File: src/rtl/uart_tx.sv
// Buffered 8N1 UART transmitter: a small byte FIFO feeds a start/data/stop
// serialiser that holds every bit for CLK_FREQ/BAUD_RATE clock cycles.
module uart_tx #(
    parameter int CLK_FREQ   = 100_000_000,
    parameter int BAUD_RATE  = 57_600,
    parameter int FIFO_DEPTH = 4
) (
    input  logic       clk,
    input  logic       reset,
    input  logic       data_valid,
    input  logic [7:0] data,
    output logic       ready,
    output logic       tx,
    output logic       busy
);
    localparam int BAUD_CNT = CLK_FREQ / BAUD_RATE;
    localparam int CNT_W    = $clog2(BAUD_CNT);
    localparam int PTR_W    = $clog2(FIFO_DEPTH);
    localparam logic [CNT_W-1:0] BAUD_LAST = CNT_W'(BAUD_CNT - 1);
    localparam logic [PTR_W:0]   FULL_CNT  = (PTR_W + 1)'(FIFO_DEPTH);

    typedef enum logic [1:0] {ST_IDLE, ST_START, ST_DATA, ST_STOP} state_t;

    state_t           state_q, state_d;
    logic [CNT_W-1:0] baud_q, baud_d;
    logic [2:0]       idx_q, idx_d;
    logic [7:0]       shift_q, shift_d;
    logic             tx_q, tx_d;
    logic [PTR_W-1:0] rd_ptr_q, rd_ptr_d;
    logic [PTR_W-1:0] wr_ptr_q, wr_ptr_d;
    logic [PTR_W:0]   count_q, count_d;
    logic [7:0]       mem [FIFO_DEPTH];

    logic push, pop, baud_tick, fifo_empty;

    // ready depends only on the pre-edge count, so a full FIFO rejects a write
    // even when a pop happens on the same edge.
    assign ready      = (count_q < FULL_CNT);
    assign fifo_empty = (count_q == '0);
    assign busy       = (state_q != ST_IDLE) || !fifo_empty;
    assign push       = data_valid && ready;
    assign baud_tick  = (baud_q == BAUD_LAST);
    assign tx         = tx_q;

    always_comb begin
        // NOTE: every output of this block gets a default first, so no path
        // leaves a signal unassigned and no latch is inferred.
        state_d = state_q;
        baud_d  = baud_q + 1'b1;
        idx_d   = idx_q;
        shift_d = shift_q;
        tx_d    = tx_q;
        pop     = 1'b0;

        case (state_q)
            ST_IDLE: begin
                baud_d = '0;
                tx_d   = 1'b1;
                if (!fifo_empty) begin
                    pop     = 1'b1;
                    shift_d = mem[rd_ptr_q];
                    tx_d    = 1'b0;
                    state_d = ST_START;
                end
            end
            ST_START: begin
                if (baud_tick) begin
                    baud_d  = '0;
                    tx_d    = shift_q[0];
                    idx_d   = '0;
                    state_d = ST_DATA;
                end
            end
            ST_DATA: begin
                if (baud_tick) begin
                    baud_d = '0;
                    if (idx_q != 3'd7) begin
                        shift_d = shift_q >> 1;
                        tx_d    = shift_q[1];
                        idx_d   = idx_q + 3'd1;
                    end else begin
                        tx_d    = 1'b1;
                        state_d = ST_STOP;
                    end
                end
            end
            ST_STOP: begin
                if (baud_tick) begin
                    baud_d = '0;
                    // Back-to-back frames: the next start bit follows the stop bit directly.
                    if (!fifo_empty) begin
                        pop     = 1'b1;
                        shift_d = mem[rd_ptr_q];
                        tx_d    = 1'b0;
                        state_d = ST_START;
                    end else begin
                        tx_d    = 1'b1;
                        state_d = ST_IDLE;
                    end
                end
            end
            default: begin
                baud_d  = '0;
                tx_d    = 1'b1;
                state_d = ST_IDLE;
            end
        endcase
    end

    always_comb begin
        wr_ptr_d = push ? wr_ptr_q + 1'b1 : wr_ptr_q;
        rd_ptr_d = pop  ? rd_ptr_q + 1'b1 : rd_ptr_q;
        case ({push, pop})
            2'b10:   count_d = count_q + 1'b1;
            2'b01:   count_d = count_q - 1'b1;
            default: count_d = count_q;
        endcase
    end

    // NOTE: sequential state uses non-blocking assignments so every flop
    // samples the pre-edge values regardless of statement order.
    always_ff @(posedge clk or negedge reset) begin
        if (!reset) begin
            state_q  <= ST_IDLE;
            baud_q   <= '0;
            idx_q    <= '0;
            shift_q  <= '0;
            tx_q     <= 1'b1;
            rd_ptr_q <= '0;
            wr_ptr_q <= '0;
            count_q  <= '0;
        end else begin
            state_q  <= state_d;
            baud_q   <= baud_d;
            idx_q    <= idx_d;
            shift_q  <= shift_d;
            tx_q     <= tx_d;
            rd_ptr_q <= rd_ptr_d;
            wr_ptr_q <= wr_ptr_d;
            count_q  <= count_d;
        end
    end

    // NOTE: the storage array has no reset; the pointers and count decide
    // which entries are valid, so stale contents are never read.
    always_ff @(posedge clk) begin
        if (push) mem[wr_ptr_q] <= data;
    end
endmodule

File: config.mk
export PLATFORM = sky130hd
export DESIGN_NAME = uart_tx
export DESIGN_NICKNAME = d
export VERILOG_FILES = /design/src/rtl/uart_tx.sv
export SDC_FILE = /design/constraint.sdc
export NUM_CORES = 1
export LEC_CHECK = 0
export ABC_AREA = 1
export CORE_AREA = 2 2 80 82
export DETAILED_ROUTE_END_ITERATION = 16
export DIE_AREA = 0 0 82 84
export GPL_ROUTABILITY_DRIVEN = 0
export PLACE_DENSITY = 0.77
export SYNTH_ARGS = -nofsm -noshare
export SYNTH_HDL_FRONTEND = slang
export SYNTH_SLANG_ARGS = --single-unit
export TNS_END_PERCENT = 1
File: constraint.sdc
create_clock -name clk -period 2.2 [get_ports clk]
set_input_delay 0.44 -clock clk [delete_from_list [all_inputs] [get_ports clk]]
set_output_delay 0.44 -clock clk [all_outputs]
set_load 0.01 [all_outputs]
Yosys cells after proc, flatten, opt, wreduce, memory -nomap -nowiden
Memory sizes are Yosys's and may differ from the RTL's.
Cells that the tools add are included.
- RAM bits: 32
- memories: 1
- output and inout port bits: 3
- flip-flop bits (word level): 32
- input bits: 11
- equal/unequal tests: 13
- $lt $le $gt $ge: 1
- multiplexer cells: 30
- reduce and logical (&&, ||, !) cells: 14
- $add $sub $neg: 6
- memories (memory ; words ; bits a word ; read ports ; clocked after Yosys merged registers in ; write ports ; line ; text):
    mem ; 4 ; 8 ; 1 ; 0 ; 1 ; 32 ; logic [7:0] mem [FIFO_DEPTH];
- operators with widths (cell ; count):
    2-to-1 mux 8 bit ; 4
    case mux 8 bit (3 select lines) ; 1
    case mux 11 bit (2 select lines) ; 1
    inequality test 2 bit, second input constant ; 6
    case mux 3 bit (2 select lines) ; 2
    adder 11 x 1 -> 11 bit, second input constant ; 1
    == test 11 bit, second input constant ; 1
    2-to-1 mux 11 bit ; 1
    2-to-1 mux 1 bit ; 10
    2-to-1 mux 2 bit ; 5
    2-to-1 mux 3 bit ; 3
    case mux 2 bit (4 select lines) ; 1
    AND reduction 4 bit ; 2
    adder 3 x 1 -> 3 bit, second input constant ; 2
    == test 2 bit, second input constant ; 3
    nonzero test 2 bit ; 3
    AND reduction 5 bit ; 1
    adder 2 x 1 -> 2 bit, second input constant ; 2
    == test 2 x 1 -> 1 bit, second input constant ; 2
    case mux 1 bit (4 select lines) ; 1
    logical NOT 3 bit ; 1
    < comparator 3 bit, second input constant ; 1
    inequality test 3 bit, second input constant ; 1
    AND reduction 3 bit ; 1
    8 further kinds ; 8

Depth between registers and ports, before layout
- depth in word-level cells: 6
- gate-level depth with buffers: 13

Worst setup path after synthesis
OpenSTA, ideal clock, no wires.
- path kind: register to register
- start: reg state_q[0]
- end: reg count_q[2]
- arrival: 2.075 ns
- library setup time: 0.131 ns
- clock period less this slack: 2.206 ns
- buffers on the path: 0
- cell stages (with the launch flop): 12
- path slack: -0.006 ns
- cells stage by stage: dfrtp_1 inv_1 ha_1 nor2_1 nand2_4 nand2_4 ha_1 inv_1 fa_1 a21oi_1 o21ai_0 xor2_1
- cells in the longest elaborated chain, start to end: 4
- elaborated cells between the ends (all ways): 7
- RTL lines (element ; line ; text):
    start: declaration ; 24 ; state_t state_q, state_d;
    start signal: assignment ; 133 ; state_q <= state_d;
    == test 2 bit or logical NOT 2 bit (tied branches) ; 55 ; case (state_q)
    case mux 1 bit (2 select lines) * ; 55 ;
    named net pop ; 34 ; logic push, pop, baud_tick, fifo_empty;
    == test 2 x 1 -> 1 bit or == test 2 bit (tied branches) ; 113 ; case ({push, pop})
    case mux 3 bit (2 select lines) or nonzero test 2 bit (tied branches) ; -- ;
    end signal: assignment ; 140 ; count_q <= count_d;
    end: declaration ; 31 ; logic [PTR_W:0] count_q, count_d;
The timed path passes the listed nets; every way through them passes the cells marked *.
A chain may end at the register's enable or synchronous reset.

Worst setup path in the final report
Ends and elaborated chain as after synthesis.

==> metrics.md <==
| Metric | Value |
|---|---|
| # IOs | `14` |
| Routed wire per std cell | `between 10 and 15 um` |
| DP Wirelength | `between 4000 and 5000 um` |
| GR Util All Layers | `between 10% and 20%` |
| Worst R2R Path Depth | `11` |
| F_max | `about 470 MHz` |
| Critical path arrival | `about 2.4 ns` |
| GRT overflow | `0` |
| Port bufs | `13` |
| Number of synthesized flops with an enable pin | `32` |
| Root Driver | `clkbuf_8` |
| Remaining antenna violation count | `0` |
| Crit path capture type | `flip-flop` |
| Standard-cell rows | `29` |
| Synth Cell Area | `between 0.003 and 0.004 sq mm` |
| Drt drc | `0` |
| Nets@finish | `a little under 400` |
| Post-synth ARST share | `50.0%` |
| Slew HR | `roughly 70%` |
| Number of max-capacitance violations reported | `0` |
| Net count after synthesis | `about 370` |
| Top cell type's share of synthesized area | `a little under a third` |
| Synthesized flop and latch total | `between 60 and 70` |
| Register area share after synthesis | `55.2%` |
| Final-report setup violation count | `0` |
| Primary FF master, synth | `edfxtp_1` |
| Clock Skews | `around 0.01 ns` |
| Hold-fix buffers, CTS | `0` |
| Final cycle utilization of the critical path | `between 90 and 100%` |
| Fin. Hold Viols | `0` |
| Most frequent cells after synthesis | `116 x nand2_1, 32 x edfxtp_1, 32 x nand3_1, 31 x dfrtp_1, 28 x inv_1` |
| Clock buffer depth | `2` |
| Synthesis warning total | `0` |
| Die area | `between 0.006 and 0.007 sq mm` |
| Unrepaired setup endpoints after global routing | `true` |
| H-tree levels | `3` |
| CTS Buf Count | `9` |
| Critical path required time | `between 2 and 2.5 ns` |
| Most frequent cell after synthesis | `nand2_1` |
| Synth Instances | `between 300 and 400` |
| Die width | `between 80 and 90 um` |
| Mean area per synthesized cell | `around 9.4 sq um` |
| Status | `finished clean` |
| Worst slew pin tran | `about 0.47 ns` |
| Hold depth | `1` |
| Initial Util | `about 52%` |
| Count of TritonRoute iterations in the first routing pass | `5` |
| Vias | `approximately 2300` |
| Final wirelength | `5960 um` |
| Power density cells | `between 800 and 900 mW/mm^2` |
| Pin count of the biggest net entering global routing | `33` |
| Initial antenna violation count | `0` |
| Clk slew on worst S/H paths | `roughly 0.080 ns` |
| Clock sinks | `64` |
| DRT iter0 DRCs | `76` |
| Synthesis-to-finish area growth | `16.4%` |
| Vias per Instance | `5.01` |
| Netlist cell types | `34` |
| Fin util | `61.0%` |
| Vias in the first global route | `roughly 2200` |
| Core ar. | `about 0.0061 sq mm` |
| Global-route wire length before repair | `10100 um` |
| Share of post-route cells with drive strength above 1 | `17.0%` |
| CTS tree | `built` |
| Die Y | `roughly 84 um` |
| Crit Path Max Fanout | `4` |
| Fin cells | `454` |
| Max VDD drop | `about 0.63 mV` |
| Crit Path Class | `flip-flop to flip-flop` |
| N_diodes | `0` |
| Top cells by area, synth | `edfxtp_1 30%, dfrtp_1 24%, nand2_1 14%, ha_1 5.5%, nand3_1 5.0%` |
| Hold Crit Class | `flip-flop to flip-flop` |
| Crit path launch type | `flip-flop` |
| Fin crit period | `~2.1 ns` |
| Max Slew Vio Count | `0` |
| Pleak | `about 1.7 nW` |
| Post-CTS setup buffers | `0` |
| Synth area leader | `edfxtp_1` |
| Clock latency on the worst-skew pair | `between 0.3 and 0.4 ns` |
| Reg2reg setup slack | `between 0.08 and 0.09 ns` |
| Placed Instances | `438` |
==> stage by stage <==
stage / instance area [sq um] / setup TNS [ns] / setup slack [ns] / total power, mW / hold WS, ns
floorplan: 3200 / 0 / 0.0248 / 1.72 / 0.144
global placement: 3480 / 0 / 0.0713 / 1.86 / 0.462
detailed placement: 3480 / -0.0411 / -0.0411 / 1.90 / 0.468
finish: 3720 / 0 / 0.0857 / 3.02 / 0.478
global route: 3720 / -0.0186 / -0.0186 / 3.16 / 0.515
CTS: 3710 / 0 / 0.000917 / 3.05 / 0.481
==> final timing paths <==
kind,start,to
min in group asynchronous,reset,baud_q[6]
min reg2reg,count_q[0],count_q[0]
max reg2reg,state_q[0],count_q[2]
max,state_q[0],count_q[2]
max in group asynchronous,reset,tx
min,count_q[0],count_q[0]
==> cell families (layout without fill, tap and decap cells) <==
| kind of cell | Yosys count | after routing | share of synthesized area, % |
|---|---|---|---|
| simple gates | 196 | 196 | 27.7 |
| flops | 64 | 64 | 55.2 |
| buf+inv | 43 | 80 | 6.19 |
| fa+ha+maj | 15 | 15 | 6.11 |
| compound gates | 15 | 15 | 2.90 |
| xor+xnor | 7 | 7 | 1.92 |
==> state kept, by name, indices dropped and copies added, names as in the netlist <==
signal,count
rd_ptr_q,2
tx,1
wr_ptr_q,2
baud_q,11
mem,32
shift_q,8
state_q,2
count_q,3
idx_q,3
==> cell usage in the layout, fill, tap and decap left out, types with 2 or more instances in the layout <==
master / instances
nand2_1: 115
inv_1: 26
edfxtp_1: 32
nand3_1: 31
nor2_2: 3
inv_2: 9
clkdlybuf4s50_1: 12
nand2_4: 3
inv_6: 2
clkbuf_8: 9
ha_1: 12
buf_4: 14
nor2_4: 3
nand2_2: 5
a21oi_1: 6
nand3_2: 3
nor2_1: 22
dfrtp_1: 31
nor3_1: 4
nand4_1: 4
o21ai_0: 3
bufinv_16: 2
clkinv_4: 3
ha_2: 2
xor2_1: 6
a31oi_1: 2
o21ai_1: 2
==> worst max-delay path, stage by stage, from the launching register on <==
cell,delay [ns]
dfrtp_1,0.39
inv_1,0.09
ha_2,0.31
nor2_2,0.16
nand2_4,0.08
nand2_4,0.06
ha_1,0.13
inv_1,0.07
fa_2,0.35
a21oi_1,0.14
o21ai_1,0.08
xor2_1,0.14
==> power breakdown <==
group | internal (mW) | leakage, nW | switching, mW
combinational | 0.164 | 0.890 | 0.268
clock | 0.651 | 0.114 | 0.500
sequential | 1.40 | 0.684 | 0.0437
==> cell type report <==
class	count	area, sq um
Clock buffer	9	124
Inverter	37	141
Clock inverter	7	104
Fill cell	530	2380
Multi-Input combinational cell	233	1250
Sequential cell	64	1760
Tap cell	77	96.3
Timing Repair Buffer	27	238
==> routing by layer <==
layer	global-route usage (%)	wire length (um)
met1	23.5	2720
met2	32.3	2920
met3	5.09	153
met4	9.24	160
met5	0	0
==> what timing repair did <==
| action | in CTS | in global routing |
|---|---|---|
| endpoints found under the setup margin | 2 | 2 |
| pin swaps | 1 | 1 |
| gates resized for setup | 3 | 5 |
(Power assumes the default switching activity.)
